==> src/rtl/toeplitz_src.sv <==
// ---------------------------------------------------------------------------
// toeplitz_src
//
// Coefficient-store responder for the toeplitz_mat read port. It answers
// each rd/addr request with one element of an NxN Toeplitz matrix. The
// matrix is stored only as its generator diagonals, which the system loader
// writes serially beforehand.
//
// Build option (macro TOEPLITZ_SYM_EN):
//   defined   : symmetric Toeplitz, NC = N coefficients, idx = |row-col|
//   undefined : general Toeplitz,   NC = 2N-1,           idx = row-col+(N-1)
//
// Ports:
//   clk        in   1   clock, rising edge
//   rst_n      in   1   asynchronous active-low reset
//   load       in   1   pulse: start or restart a coefficient load
//   wr_en      in   1   coefficient write strobe, honoured in LOAD only
//   wr_data    in   DW  coefficient word
//   load_done  out  1   one-cycle pulse after the last coefficient is written
//   busy       out  1   high while in LOAD
//   rd         in   1   read request
//   addr       in   AW  {row, col} of the requested element
//   data       out  DW  element value
//   data_vld   out  1   one-cycle pulse, data valid
//   err        out  1   one-cycle pulse, the read was served outside READY
// ---------------------------------------------------------------------------
module toeplitz_src #(
    parameter int DW = 16,
    parameter int AW = 8,
    parameter int N  = 16
) (
    input  logic          clk,
    input  logic          rst_n,
    input  logic          load,
    input  logic          wr_en,
    input  logic [DW-1:0] wr_data,
    output logic          load_done,
    output logic          busy,
    input  logic          rd,
    input  logic [AW-1:0] addr,
    output logic [DW-1:0] data,
    output logic          data_vld,
    output logic          err
);

    localparam int H = AW / 2;

`ifdef TOEPLITZ_SYM_EN
    localparam int NC = N;
`else
    localparam int NC = 2 * N - 1;
`endif

    localparam int IW = $clog2(NC);       // coefficient index width
    localparam int CW = $clog2(NC + 1);   // load counter must reach NC

    typedef enum logic [1:0] {
        IDLE  = 2'd0,
        LOAD  = 2'd1,
        READY = 2'd2
    } state_t;

    state_t          state_reg;
    logic [CW-1:0]   count_reg;
    logic            busy_reg;
    logic            load_done_reg;
    logic [DW-1:0]   data_reg;
    logic            data_vld_reg;
    logic            err_reg;
    logic [DW-1:0]   coef_reg [NC];

    logic [H-1:0]    row;
    logic [H-1:0]    col;
    logic [IW-1:0]   rd_idx;

    assign row = addr[AW-1:H];
    assign col = addr[H-1:0];

`ifdef TOEPLITZ_SYM_EN
    // Diagonals +k and -k share coefficient k.
    logic [H-1:0] diff;
    assign diff   = (row >= col) ? (row - col) : (col - row);
    assign rd_idx = IW'(diff);
`else
    // One extra bit keeps row-col+(N-1) in 0..2N-2 without wrap.
    localparam logic [H:0] DIAG_OFS = (H + 1)'(N - 1);
    logic [H:0] idx_wide;
    assign idx_wide = {1'b0, row} + DIAG_OFS - {1'b0, col};
    assign rd_idx   = IW'(idx_wide);
`endif

    always_ff @(posedge clk or negedge rst_n) begin
        if (!rst_n) begin
            state_reg     <= IDLE;
            count_reg     <= '0;
            busy_reg      <= 1'b0;
            load_done_reg <= 1'b0;
            data_reg      <= '0;
            data_vld_reg  <= 1'b0;
            err_reg       <= 1'b0;
            for (int i = 0; i < NC; i++) begin
                coef_reg[i] <= '0;
            end
        end else begin
            load_done_reg <= 1'b0;
            data_vld_reg  <= rd;
            err_reg       <= 1'b0;

            // Read path uses the state before any load in this cycle takes
            // effect, so a load+rd in READY is served from the old table.
            // Outside READY the table may be a mix of old and new values,
            // so a flagged zero is returned instead.
            if (rd) begin
                if (state_reg == READY) begin
                    data_reg <= coef_reg[rd_idx];
                end else begin
                    data_reg <= '0;
                    err_reg  <= 1'b1;
                end
            end

            case (state_reg)
                IDLE, READY: begin
                    if (load) begin
                        state_reg <= LOAD;
                        count_reg <= '0;
                        busy_reg  <= 1'b1;
                    end
                end
                LOAD: begin
                    // load has priority over a simultaneous write.
                    if (load) begin
                        count_reg <= '0;
                    end else if (wr_en) begin
                        coef_reg[count_reg[IW-1:0]] <= wr_data;
                        if (count_reg == CW'(NC - 1)) begin
                            state_reg     <= READY;
                            busy_reg      <= 1'b0;
                            load_done_reg <= 1'b1;
                            count_reg     <= CW'(NC);
                        end else begin
                            count_reg <= count_reg + 1'b1;
                        end
                    end
                end
                default: begin
                    state_reg <= IDLE;
                    busy_reg  <= 1'b0;
                end
            endcase
        end
    end

    assign load_done = load_done_reg;
    assign busy      = busy_reg;
    assign data      = data_reg;
    assign data_vld  = data_vld_reg;
    assign err       = err_reg;

endmodule

==> config.mk <==
export PLATFORM = sky130hd
export DESIGN_NAME = toeplitz_src
export DESIGN_NICKNAME = d
export VERILOG_FILES = /design/src/rtl/toeplitz_src.sv
export SDC_FILE = /design/constraint.sdc
export NUM_CORES = 1
export LEC_CHECK = 0
export CAP_MARGIN = 20
export CORE_UTILIZATION = 50
export CTS_BUF_LIST = sky130_fd_sc_hd__clkbuf_4 sky130_fd_sc_hd__clkbuf_8
export CTS_CLUSTER_SIZE = 30
export DETAILED_ROUTE_END_ITERATION = 16
export PLACE_DENSITY = 0.72
export SETUP_SLACK_MARGIN = 0.3
export SLEW_MARGIN = 20
export SYNTH_ARGS = -nofsm -noshare
export SYNTH_HDL_FRONTEND = slang
export SYNTH_SLANG_ARGS = --single-unit
==> constraint.sdc <==
create_clock -name clk -period 2.65 [get_ports clk]
set_input_delay 0.53 -clock clk [delete_from_list [all_inputs] [get_ports clk]]
set_output_delay 0.53 -clock clk [all_outputs]
set_load 0.03 [all_outputs]
==> metrics.yaml <==
outcome:
  outcome: "complete, no violations"
cells_and_area:
  diodes: 0
  final_cell_area_um2: 29070
  fin_nets: 1780
  final_core_util_pct: 61.01
  fillers: 3501
  syn_to_final_growth_pct: 20.75
  largest_reg_flops: 496
  drive_gt1_share_pct: 58.01
hold_path:
  hold_class: "primary input to async pin"
global_route:
  grt_max_degree: 77
  grt_pass1_wl_um: 95850
  antenna_found_initial: 0
  grt_pass1_vias: 16120
  overflow: 0
  groute.usage.overall_pct: 25.63
floorplan:
  initial_core_util_pct: 50.53
  io_pins: 49
  die-area_um2: 49030
  rows: 80
  dieWidth_um: 221.4
  core_area_um2: 47650
  die-height_um: 221.4
drt:
  wl_um: 60400
  via_per_inst: 6.022
  ant_nets: 0
  first_pass_iters: 5
  wire_per_inst_um: 24.96
  drt_iter0_drc: 881
  drc_errors: 0
  vias: 14570
timing:
  skew_ps: 32.35
  min_period_over_period_pct: 90.87
  fmax_mhz: 415.3
  fin_setup_tns_ps: 0
  maxSlewHeadroom_pct: 50.56
  slew_violations: 0
  layout_min_cycle_time_ps: 2408
  setup_viol: 0
  holdWs_ps: 437.0
  tightest_slew_ps: 740.0
  finalHoldViolCount: 0
  rsz0062_at_grt: "yes"
  fin_ws_ps: 241.9
synthesis:
  syn_area_um2: 24070
  synthTopCellsByArea: "dfrtp_1 54%, mux2_2 23%, mux4_2 10%"
  synth_edf_count: 0
  synth_seq_cells: 523
  ys_types: 51
  yosysWarnings: 0
  synth_async_sr_flop_share_pct: 100.0
  synth_top_area_share_pct: 54.36
  synth_top_area_cell: "dfrtp_1"
  synth_area_per_cell_um2: 15.13
  ys.flop_type: "dfrtp_1"
  synth_fp_nets: 1629
  netlist_instances: 1591
  yosysSeqAreaShare_pct: 54.36
worst_setup_path:
  critPathKind: "primary input to flip-flop"
  arrival_ps: 2940
  endpoint_kind: "flip-flop"
  rrSetupSlack_ps: 410
  required_ps: 3180
  start_kind: "primary input"
  critical_path.max_fanout: 8
placement:
  dpl-instance-area_um2: 26600
  gp_congestion: 0.8020
  dp_hpwl_um: 37540
  place_ws_ps: -874.2
  place.port_buffers: 48
power:
  peakVddDrop_uv: 355.5
  p_leak_nw: 14.00
  p_per_area_nw_per_um2: 655.3
cts:
  root_buffer: "clkbuf_8"
  cts_tree: "done"
  cts_max_path_buffers: 3
  insertion_delay_ps: 660
  numCtsBuffers: 87
  clock-sinks: 523
  clk_pin_slew_ps: 70
  h-tree-depth: 3
run:
  drv_cap: 0
-- synth_stat cells, types with 15 or more instances --
cell type / instances
dfrtp_1: 523
mux2_2: 494
mux4_2: 112
clkbuf_1: 69
buf_2: 51
nand2_1: 47
nor3_1: 46
nand2_2: 30
nand2b_1: 19
a211oi_1: 16
a2bb2oi_1: 16
a32o_1: 16
buf_4: 16
mux2i_1: 16
a22oi_1: 15
-- layout by cell type, fill, tap and decap left out, drive strengths merged, types with 3 or more instances in the layout --
cell type,count
nor3,46
clkdlybuf4s50,43
mux4,112
a2bb2oi,16
a21oi,7
clkinvlp,3
o21ai,7
o41ai,15
a32o,16
a211oi,17
inv,10
and2,5
nand3,4
nand2,77
buf,159
nand2b,19
mux2,496
a21o,4
mux2i,16
a41oi,3
nor2,7
clkbuf,137
ha,8
a22oi,15
clkinv,9
dfrtp,523
bufinv,3
nor3b,4
-- report_power, final --
| part | switching (mW) | leakage, nW | internal, mW |
|---|---|---|---|
| sequential | 0.302 | 7.19 | 8.55 |
| combinational | 1.30 | 5.83 | 1.43 |
| clock | 3.19 | 0.975 | 4.27 |
-- layout make-up --
cell class              instances  area (um^2)  share of cell area (%)
clock buffers                 136         1665                   5.729
inverters                       9        41.29                  0.1420
repair buffers                205         2651                   9.121
flip-flops and latches        523        13090                   45.02
clock inverters                16        166.4                  0.5725
multi-input cells             916        10690                   36.77
well taps                     615        769.5                   2.647
-- final timing paths --
path | from | to | cells after the start
setup / recovery | addr[0] | data[15] | 11
min in group clk | coef_reg[490] | coef_reg[490] | 1
max in group asynchronous | rst_n | data[7] | 3
hold / removal | rst_n | coef_reg[386] | 2
hold reg to reg | coef_reg[490] | coef_reg[490] | 1
setup reg to reg | state_reg[1] | coef_reg[312] | 5
-- stage by stage --
stage                     power (mW)  cells
after floorplan                10.48   1591
after global placement         11.33   2250
after detailed placement       11.45   2250
after CTS                      19.11   2417
after global routing           19.79   2420
final                          19.05   2420
-- critical path, cell delays in order --
cell	delay, ps
buf_8	80
inv_8	30
ha_4	150
fa_4	840
buf_4	140
buf_12	130
mux4_2	290
a22oi_1	220
buf_4	170
a32o_1	270
o41ai_4	80
-- cell families after synthesis --
group | synth area share, %
adder cells (fa/ha/maj) | 0.4990
XOR/XNOR | 0.1040
multiplexers | 34.34
AO/OA/AOI/OAI | 3.908
AND/OR/NAND/NOR | 3.768
buffers and inverters | 3.014
flip-flops | 54.36
-- per-layer routing --
layer | vias to the layer above | global-route usage, % | routed length, um | share of wire, %
met1 | 7848 | 34.53 | 25900 | 43
li1 | 6226 | - | - | -
met4 | 0 | 9.073 | 1521 | 2.5
met5 | - | 0 | 0 | 0
met3 | 124 | 4.276 | 3021 | 5.0
met2 | 375 | 42.23 | 29960 | 50
-- timing repair --
action | in CTS | in global routing
cloned | 6 | 0
pin swaps | 13 | 20
hold buffers | 1 | 0
hold endpoints to repair | 40 | 0
gates resized for setup | 54 | 41
endpoints found under the setup margin | 16 | 57
setup buffers | 8 | 3
Note: power is estimated with default switching activity, not from simulation.
